[config.mk]
export PLATFORM = sky130hd
export DESIGN_NAME = interrupt_dispatcher
export DESIGN_NICKNAME = d
export VERILOG_FILES = /design/src/rtl/control_unit_pkg.sv /design/src/rtl/sat_counter.sv /design/src/rtl/interrupt_dispatcher.sv
export SDC_FILE = /design/constraint.sdc
export NUM_CORES = 1
export LEC_CHECK = 0
export BUFFER_PORTS_ARGS = -buffer_cell sky130_fd_sc_hd__buf_2
export CORE_AREA = 2 2 64 72
export CTS_CLUSTER_SIZE = 40
export DETAILED_ROUTE_END_ITERATION = 10
export DIE_AREA = 0 0 66 74
export GPL_ROUTABILITY_DRIVEN = 1
export GPL_TIMING_DRIVEN = 0
export SKIP_CTS_REPAIR_TIMING = 1
export SLEW_MARGIN = 10
export SYNTH_ARGS = -nofsm -noshare
export SYNTH_HDL_FRONTEND = slang
export SYNTH_SLANG_ARGS = --single-unit
[constraint.sdc]
create_clock -name clock -period 3.2 [get_ports clock]
set_input_delay 0.64 -clock clock [delete_from_list [all_inputs] [get_ports clock]]
set_output_delay 0.64 -clock clock [all_outputs]
set_load 0.005 [all_outputs]
[src/rtl/control_unit_pkg.sv]
// Shared control-unit definitions: dispatcher state encoding, interruption
// codes (also used by the watchdog) and default handler vectors.
package control_unit_pkg;

  typedef enum logic [1:0] {
    IDLE     = 2'd0,
    PENDING  = 2'd1,
    DISPATCH = 2'd2,
    HANDLER  = 2'd3
  } state_t;

  localparam logic [1:0] INT_NONE  = 2'd0;
  localparam logic [1:0] INT_USER  = 2'd1;
  localparam logic [1:0] INT_TIMER = 2'd2;

  localparam logic [15:0] DEF_USER_VECTOR  = 16'h0010;
  localparam logic [15:0] DEF_TIMER_VECTOR = 16'h0020;

endpackage

[src/rtl/sat_counter.sv]
// Saturating up-counter: counts enabled cycles and sticks at all-ones.
module sat_counter #(
  parameter int WIDTH = 8
) (
  input  logic             clock,
  input  logic             reset,
  input  logic             en,
  output logic [WIDTH-1:0] count
);

  always_ff @(posedge clock or negedge reset) begin
    if (!reset)                 count <= '0;
    else if (en && count != '1) count <= count + 1'b1;
  end

endmodule

[src/rtl/interrupt_dispatcher.sv]
// Latches watchdog interruption codes, dispatches at an instruction boundary
// and holds kernel mode until return. INTERRUPT_STATS_EN adds dispatch counters.
module interrupt_dispatcher
  import control_unit_pkg::*;
#(
  parameter int                       INTERRUPTION_SIZE = 2,
  parameter int                       ADDRESS_SIZE      = 16,
  parameter logic [ADDRESS_SIZE-1:0]  USER_VECTOR       = ADDRESS_SIZE'(DEF_USER_VECTOR),
  parameter logic [ADDRESS_SIZE-1:0]  TIMER_VECTOR      = ADDRESS_SIZE'(DEF_TIMER_VECTOR)
) (
  input  logic                         clock,
  input  logic                         reset,
  input  logic [INTERRUPTION_SIZE-1:0] interruption,
  input  logic                         is_Bios,
  input  logic                         instruction_done,
  input  logic [ADDRESS_SIZE-1:0]      current_pc,
  input  logic                         return_from_interrupt,
  output logic                         take_interrupt,
  output logic [ADDRESS_SIZE-1:0]      vector_address,
  output logic                         resume,
  output logic [ADDRESS_SIZE-1:0]      saved_pc,
  output logic [INTERRUPTION_SIZE-1:0] cause,
`ifdef INTERRUPT_STATS_EN
  output logic [7:0]                   user_count,
  output logic [7:0]                   timer_count,
`endif
  output logic                         kernel_mode
);

  localparam logic [INTERRUPTION_SIZE-1:0] C_USER  = INTERRUPTION_SIZE'(INT_USER);
  localparam logic [INTERRUPTION_SIZE-1:0] C_TIMER = INTERRUPTION_SIZE'(INT_TIMER);

  state_t                       state;
  logic                         req, user_req, go;
  logic [INTERRUPTION_SIZE-1:0] cause_nxt;

  // Any nonzero code other than timer counts as a user request.
  always_comb begin
    req       = interruption != '0;
    user_req  = req && (interruption != C_TIMER);
    cause_nxt = cause;
    go        = 1'b0;
    case (state)
      IDLE:    if (req && !is_Bios) cause_nxt = user_req ? C_USER : C_TIMER;
      PENDING: begin
        if (user_req) cause_nxt = C_USER;
        go = instruction_done;
      end
      default: ;
    endcase
  end

  always_ff @(posedge clock or negedge reset) begin
    if (!reset) begin
      state          <= IDLE;
      take_interrupt <= 1'b0;
      vector_address <= '0;
      resume         <= 1'b0;
      saved_pc       <= '0;
      cause          <= '0;
      kernel_mode    <= 1'b0;
    end else begin
      take_interrupt <= 1'b0;
      resume         <= 1'b0;
      vector_address <= '0;
      cause          <= cause_nxt;
      case (state)
        IDLE: begin
          // kernel_mode stays up through the resume cycle and drops here.
          kernel_mode <= 1'b0;
          if (req && !is_Bios) state <= PENDING;
        end
        PENDING: if (go) begin
          state          <= DISPATCH;
          saved_pc       <= current_pc;
          take_interrupt <= 1'b1;
          kernel_mode    <= 1'b1;
          vector_address <= (cause_nxt == C_USER) ? USER_VECTOR : TIMER_VECTOR;
        end
        DISPATCH: state <= HANDLER;
        HANDLER: if (return_from_interrupt) begin
          state  <= IDLE;
          resume <= 1'b1;
        end
        default: state <= IDLE;
      endcase
    end
  end

`ifdef INTERRUPT_STATS_EN
  sat_counter #(.WIDTH(8)) u_user_cnt (
    .clock (clock),
    .reset (reset),
    .en    (go && cause_nxt == C_USER),
    .count (user_count)
  );

  sat_counter #(.WIDTH(8)) u_timer_cnt (
    .clock (clock),
    .reset (reset),
    .en    (go && cause_nxt == C_TIMER),
    .count (timer_count)
  );
`endif

endmodule

=== Word-level counts from Yosys, hierarchy flattened ===
Cells that the tools add are included.

* Register bits: 39
* Input bits: 23
* Output and inout port bits: 37
* Word-level logic and storage cells: 42

* Equality and inequality tests: 8
* Multiplexer cells: 18
* Reductions and logical operators: 9

{| class="wikitable"
|+ Operator list
! kind !! number
|-
| 6-bit two-way mux || 3
|-
| 2-bit two-way mux || 6
|-
| 2-bit != test (second input constant) || 4
|-
| 2-bit case mux with 4 select lines || 1
|-
| 1-bit two-way mux || 6
|-
| 2-bit by 1-bit equality test with 1-bit output (second input constant) || 2
|-
| 2-bit equality test (second input constant) || 2
|-
| 2-bit case mux with 2 select lines || 1
|-
| 2-bit AND reduction || 2
|-
| 2-bit nonzero test || 2
|-
| 3-bit AND reduction || 1
|-
| 1-bit logical AND || 2
|-
| 2-bit logical NOT || 1
|-
| 1-bit case mux with 2 select lines || 1
|-
| 1-bit logical NOT || 1
|}

=== Longest topological paths before layout ===
* Depth after elaboration: 9
* Mapped depth: 6
* Mapped depth without buffers: 6

=== Worst setup path before layout ===
Ideal clock, no wire load.

* Path kind: reg-to-reg
* Start: register state[0]
* End: register vector_address[5]
* Setup time: 124 ps
* Arrival: 1322 ps
* Required time: 3076 ps
* Setup slack: 1754 ps
* Cell stages (with the launch flop): 7
* Path buffers: 0
* Period minus slack after synthesis: 1446 ps
* Cells stage by stage: dfrtp_1 -> inv_1 -> ha_1 -> and2b_4 -> a21oi_1 -> o2bb2ai_2 -> o31a_1

* Cells in the longest elaborated chain, start to end: 6
* Elaborated cells between the ends (all ways): 8
* Classes of those cells: eq/ne (2); mux (5); reduce/logical (1)

{| class="wikitable"
|+ Ends and longest elaborated chain
! what !! RTL line !! RTL
|-
| start: declaration || interrupt_dispatcher.sv:33 || <nowiki>state_t state;</nowiki>
|-
| start signal: assignment || interrupt_dispatcher.sv:55 || <nowiki>state <= IDLE;</nowiki>
|-
| start signal: assignment || interrupt_dispatcher.sv:71 || <nowiki>if (req && !is_Bios) state <= PENDING;</nowiki>
|-
| start signal: assignment || interrupt_dispatcher.sv:74 || <nowiki>state <= DISPATCH;</nowiki>
|-
| 2-bit by 1-bit equality test with 1-bit output / 2-bit logical NOT (equally long branches) || interrupt_dispatcher.sv:43 || <nowiki>case (state)</nowiki>
|-
| 2-bit case mux with 2 select lines * || interrupt_dispatcher.sv:43 ||
|-
| named net cause_nxt[1] || interrupt_dispatcher.sv:35 || <nowiki>logic [INTERRUPTION_SIZE-1:0] cause_nxt;</nowiki>
|-
| 2-bit by 1-bit equality test with 1-bit output * || interrupt_dispatcher.sv:78 || <nowiki>vector_address <= (cause_nxt == C_USER) ? USER_VECTOR : TIMER_VECTOR;</nowiki>
|-
| 6-bit two-way mux * || interrupt_dispatcher.sv:78 ||
|-
| 6-bit two-way mux * || interrupt_dispatcher.sv:73 || <nowiki>PENDING: if (go) begin</nowiki>
|-
| 6-bit two-way mux * || interrupt_dispatcher.sv:67 || <nowiki>case (state)</nowiki>
|-
| end signal: assignment || interrupt_dispatcher.sv:78 ||
|-
| end: declaration || interrupt_dispatcher.sv:19 || <nowiki>output logic [ADDRESS_SIZE-1:0] vector_address,</nowiki>
|}

The timed path passes the listed nets; every way through them passes the cells marked *.
A chain may end at the register's enable or synchronous reset.

=== Final worst setup path ===
* Start: register state[1]
* End: register saved_pc[10]

* Cells in the longest elaborated chain, start to end: 3

{| class="wikitable"
|+ Ends and longest elaborated chain
! what !! RTL line !! RTL
|-
| 2-bit by 1-bit equality test with 1-bit output * || interrupt_dispatcher.sv:43, interrupt_dispatcher.sv:67 ||
|-
| 1-bit two-way mux || interrupt_dispatcher.sv:43 ||
|-
| 2-bit AND reduction (no line) * || -- ||
|-
| end signal: assignment || interrupt_dispatcher.sv:75 || <nowiki>saved_pc <= current_pc;</nowiki>
|-
| end: declaration || interrupt_dispatcher.sv:21 || <nowiki>output logic [ADDRESS_SIZE-1:0] saved_pc,</nowiki>
|}

Mark *: on every way between the ends. The rest lies on a longest branch, timed or not.

==> flow_summary.yaml <==
clock_tree:
  cts_tree: "yes"
  cts.sinks: 25
  insertion_delay_ns: 0.26
  cts_buffer_depth: 2
  cts_root_buf: "clkbuf_8"
  cts_max_level: 1
  path_clk_slew_ns: 0.08
  cts_made_buffers: 3
power_and_ir_drop:
  power.leakage_uw: 0.000861
  ir_worst_vdd_uv: 326
  p_int_uw: 901
  seq_power_share_pct: 41.1
  pwr-share-clk_pct: 13.6
  p_sw_share_pct: 32.2
  p_switching_uw: 427
  power_density_nw_per_um2: 841
  pwr-share-comb_pct: 45.3
run:
  max-cap-violations: 0
die:
  initial_core_util_pct: 28.4
  die_h_um: 74
  core_um2: 4190
  dieArea_um2: 4880
  core.rowCount: 25
  io-pin-count: 60
  dieWidth_um: 66
worst_setup_path:
  crit_chain: "inv_1 > ha_1 > nand2_4 > buf_6 > mux2_4"
  crit_cells: 5
  crit_family: "flip-flops"
  crit_path_top_delay_cell: "dfrtp_1"
  r2r.worst_path.cells: 5
  critical_path_class: "flop to flop"
  start_kind: "flop"
  cpPeakStageDelay_ns: 0.43
  critPathBufInv: 2
  worstPathArrival_ns: 1.77
  worstPathRequired_ns: 3.35
  worstPathMaxFanout: 10
  end_kind: "flop"
global_routing:
  track_usage_pct: 9.89
  antenna_found_initial: 0
  grt_start_max_net_pins: 26
  overflow: 0
  grt_pass1_wl_mm: 3.71
  grt_pass1_vias: 825
synthesis:
  synthCells: 87
  ys_seq_area_share_pct: 52.5
  synth_area_per_cell_um2: 13.7
  ys_warn_count: 0
  ys_ff_latch: 25
  ys_types: 23
  syn_area_um2: 1190
placement:
  port_buffers: 45
  dp_hpwl_mm: 1.85
  pre_cts_ws_ns: 1.59
  gp_congestion: 0.723
drt:
  vias: 821
  antenna_left: 0
  drc: 0
  via_per_inst: 4.04
  wire_per_inst_um: 11.6
  drt_iter0_drc: 8
  drt_pass1_iterations: 4
  drt-total-wl_mm: 2.36
timing:
  finalSetupViolations: 0
  slew_viol_final: 0
  setup_slack_ns: 1.58
  rsz0062_at_grt: "false"
  relSlewSlack_pct: 62.8
  fin_hold_ws_ns: 0.359
  hold_violations: 0
  post-route-min-period_ns: 1.62
  skew_ns: 0.00368
  fin_crit_sh_pct: 50.7
  fmax_ghz: 0.616
  tightest_slew_ns: 0.559
  tns_ns: 0
hold_path:
  hold_path.class: "input pin to async pin"
layout:
  syn2layout_area_growth_pct: 32.4
  fillers: 430
  n_antenna_cell: 0
  multi_input_area_um2: 477
  fin_nets: 177
  seq_area_um2: 626
  drive_gt1_share_pct: 59.7
run_status:
  status: "completed"
routing by layer:
layer,GRT usage [%],share of wire [%]
met2,17.8,53
met3,1.97,5.6
met4,2.72,0.59
met1,12.1,40
met5,0,0
per-stage QoR:
step | total power [uW] | util [%] | instance area [um2] | instances
after floorplan | 936 | - | 1240 | 100
after global placement | 1130 | 36.6 | 1530 | 199
after detailed placement | 1160 | 36.6 | 1530 | 199
after CTS | 1350 | 37.7 | 1580 | 203
after global routing | 1430 | 37.7 | 1580 | 203
final | 1330 | 37.7 | 1580 | 203
cells in the mapped netlist, drive strengths merged:
library cell	n	area share (%)
a21oi	5	2.7
and2	1	0.52
and2b	1	0.84
buf	15	9.8
conb	1	0.31
dfrtp	25	52
ha	4	4.2
inv	6	1.9
mux2	17	19
nand2	1	0.94
nand3	1	0.42
nor2	3	0.94
nor3	1	0.42
nor4	1	1.0
o21bai	1	0.63
o22ai	1	1.0
o2bb2ai	1	1.3
o31a	1	0.73
o32a	1	0.94
cell usage in the layout (no fill, tap or decap), drive strengths merged:
cell type,count
and2,1
and2b,1
nor2,3
o22ai,1
clkbuf,4
inv,6
nor3,1
o32a,1
o21bai,1
o31a,1
nand2,1
conb,14
nand3,1
dfrtp,25
a21oi,5
o2bb2ai,1
mux2,17
nor4,1
ha,4
buf,60
power groups by stage:
| stage | Sequential [uW] | Combinational, uW | Clock [uW] |
|---|---|---|---|
| 5_1_grt | 566 | 659 | 205 |
| 6_report | 546 | 602 | 181 |
| 4_1_cts | 548 | 613 | 193 |
| 3_5_place_dp | 551 | 610 | 0 |
| 2_1_floorplan | 561 | 376 | 0 |
| 3_3_place_gp | 541 | 586 | 0 |
sequential cells by signal, indices dropped and copies added, names as in the netlist:
signal and flops:
vector_address 2, state 2, take_interrupt 1, kernel_mode 1
cause 2, saved_pc 16, resume 1
cells by family (layout without fill, tap and decap cells):
family	count (synthesis)	after routing	share of synthesized area, %
AND/OR/NAND/NOR	9	9	5.14
AO/OA/AOI/OAI	10	10	7.34
buffers and inverters	21	70	11.6
flip-flops	25	25	52.5
other	1	14	0.314
multiplexers	17	17	18.9
adder cells (fa/ha/maj)	4	4	4.20
final cells by class:
cell class	count	share of cell area, %
plain buffers	15	7.37
clock buffers	4	2.85
inverters	6	1.43
multi-input cells	54	30.2
flip-flops and latches	25	39.6
well taps	54	4.28
repair buffers	45	14.3
final timing paths:
kind,start,end,slack [ns]
setup / recovery,state[1],saved_pc[10],1.58
hold / removal,reset,resume,0.36
setup reg to reg,state[1],saved_pc[10],1.58
hold reg to reg,saved_pc[8],saved_pc[8],0.50
max in group asynchronous,reset,saved_pc[0],2.47
min in group clock,saved_pc[8],saved_pc[8],0.50
Power figures use the tool's default switching activity.
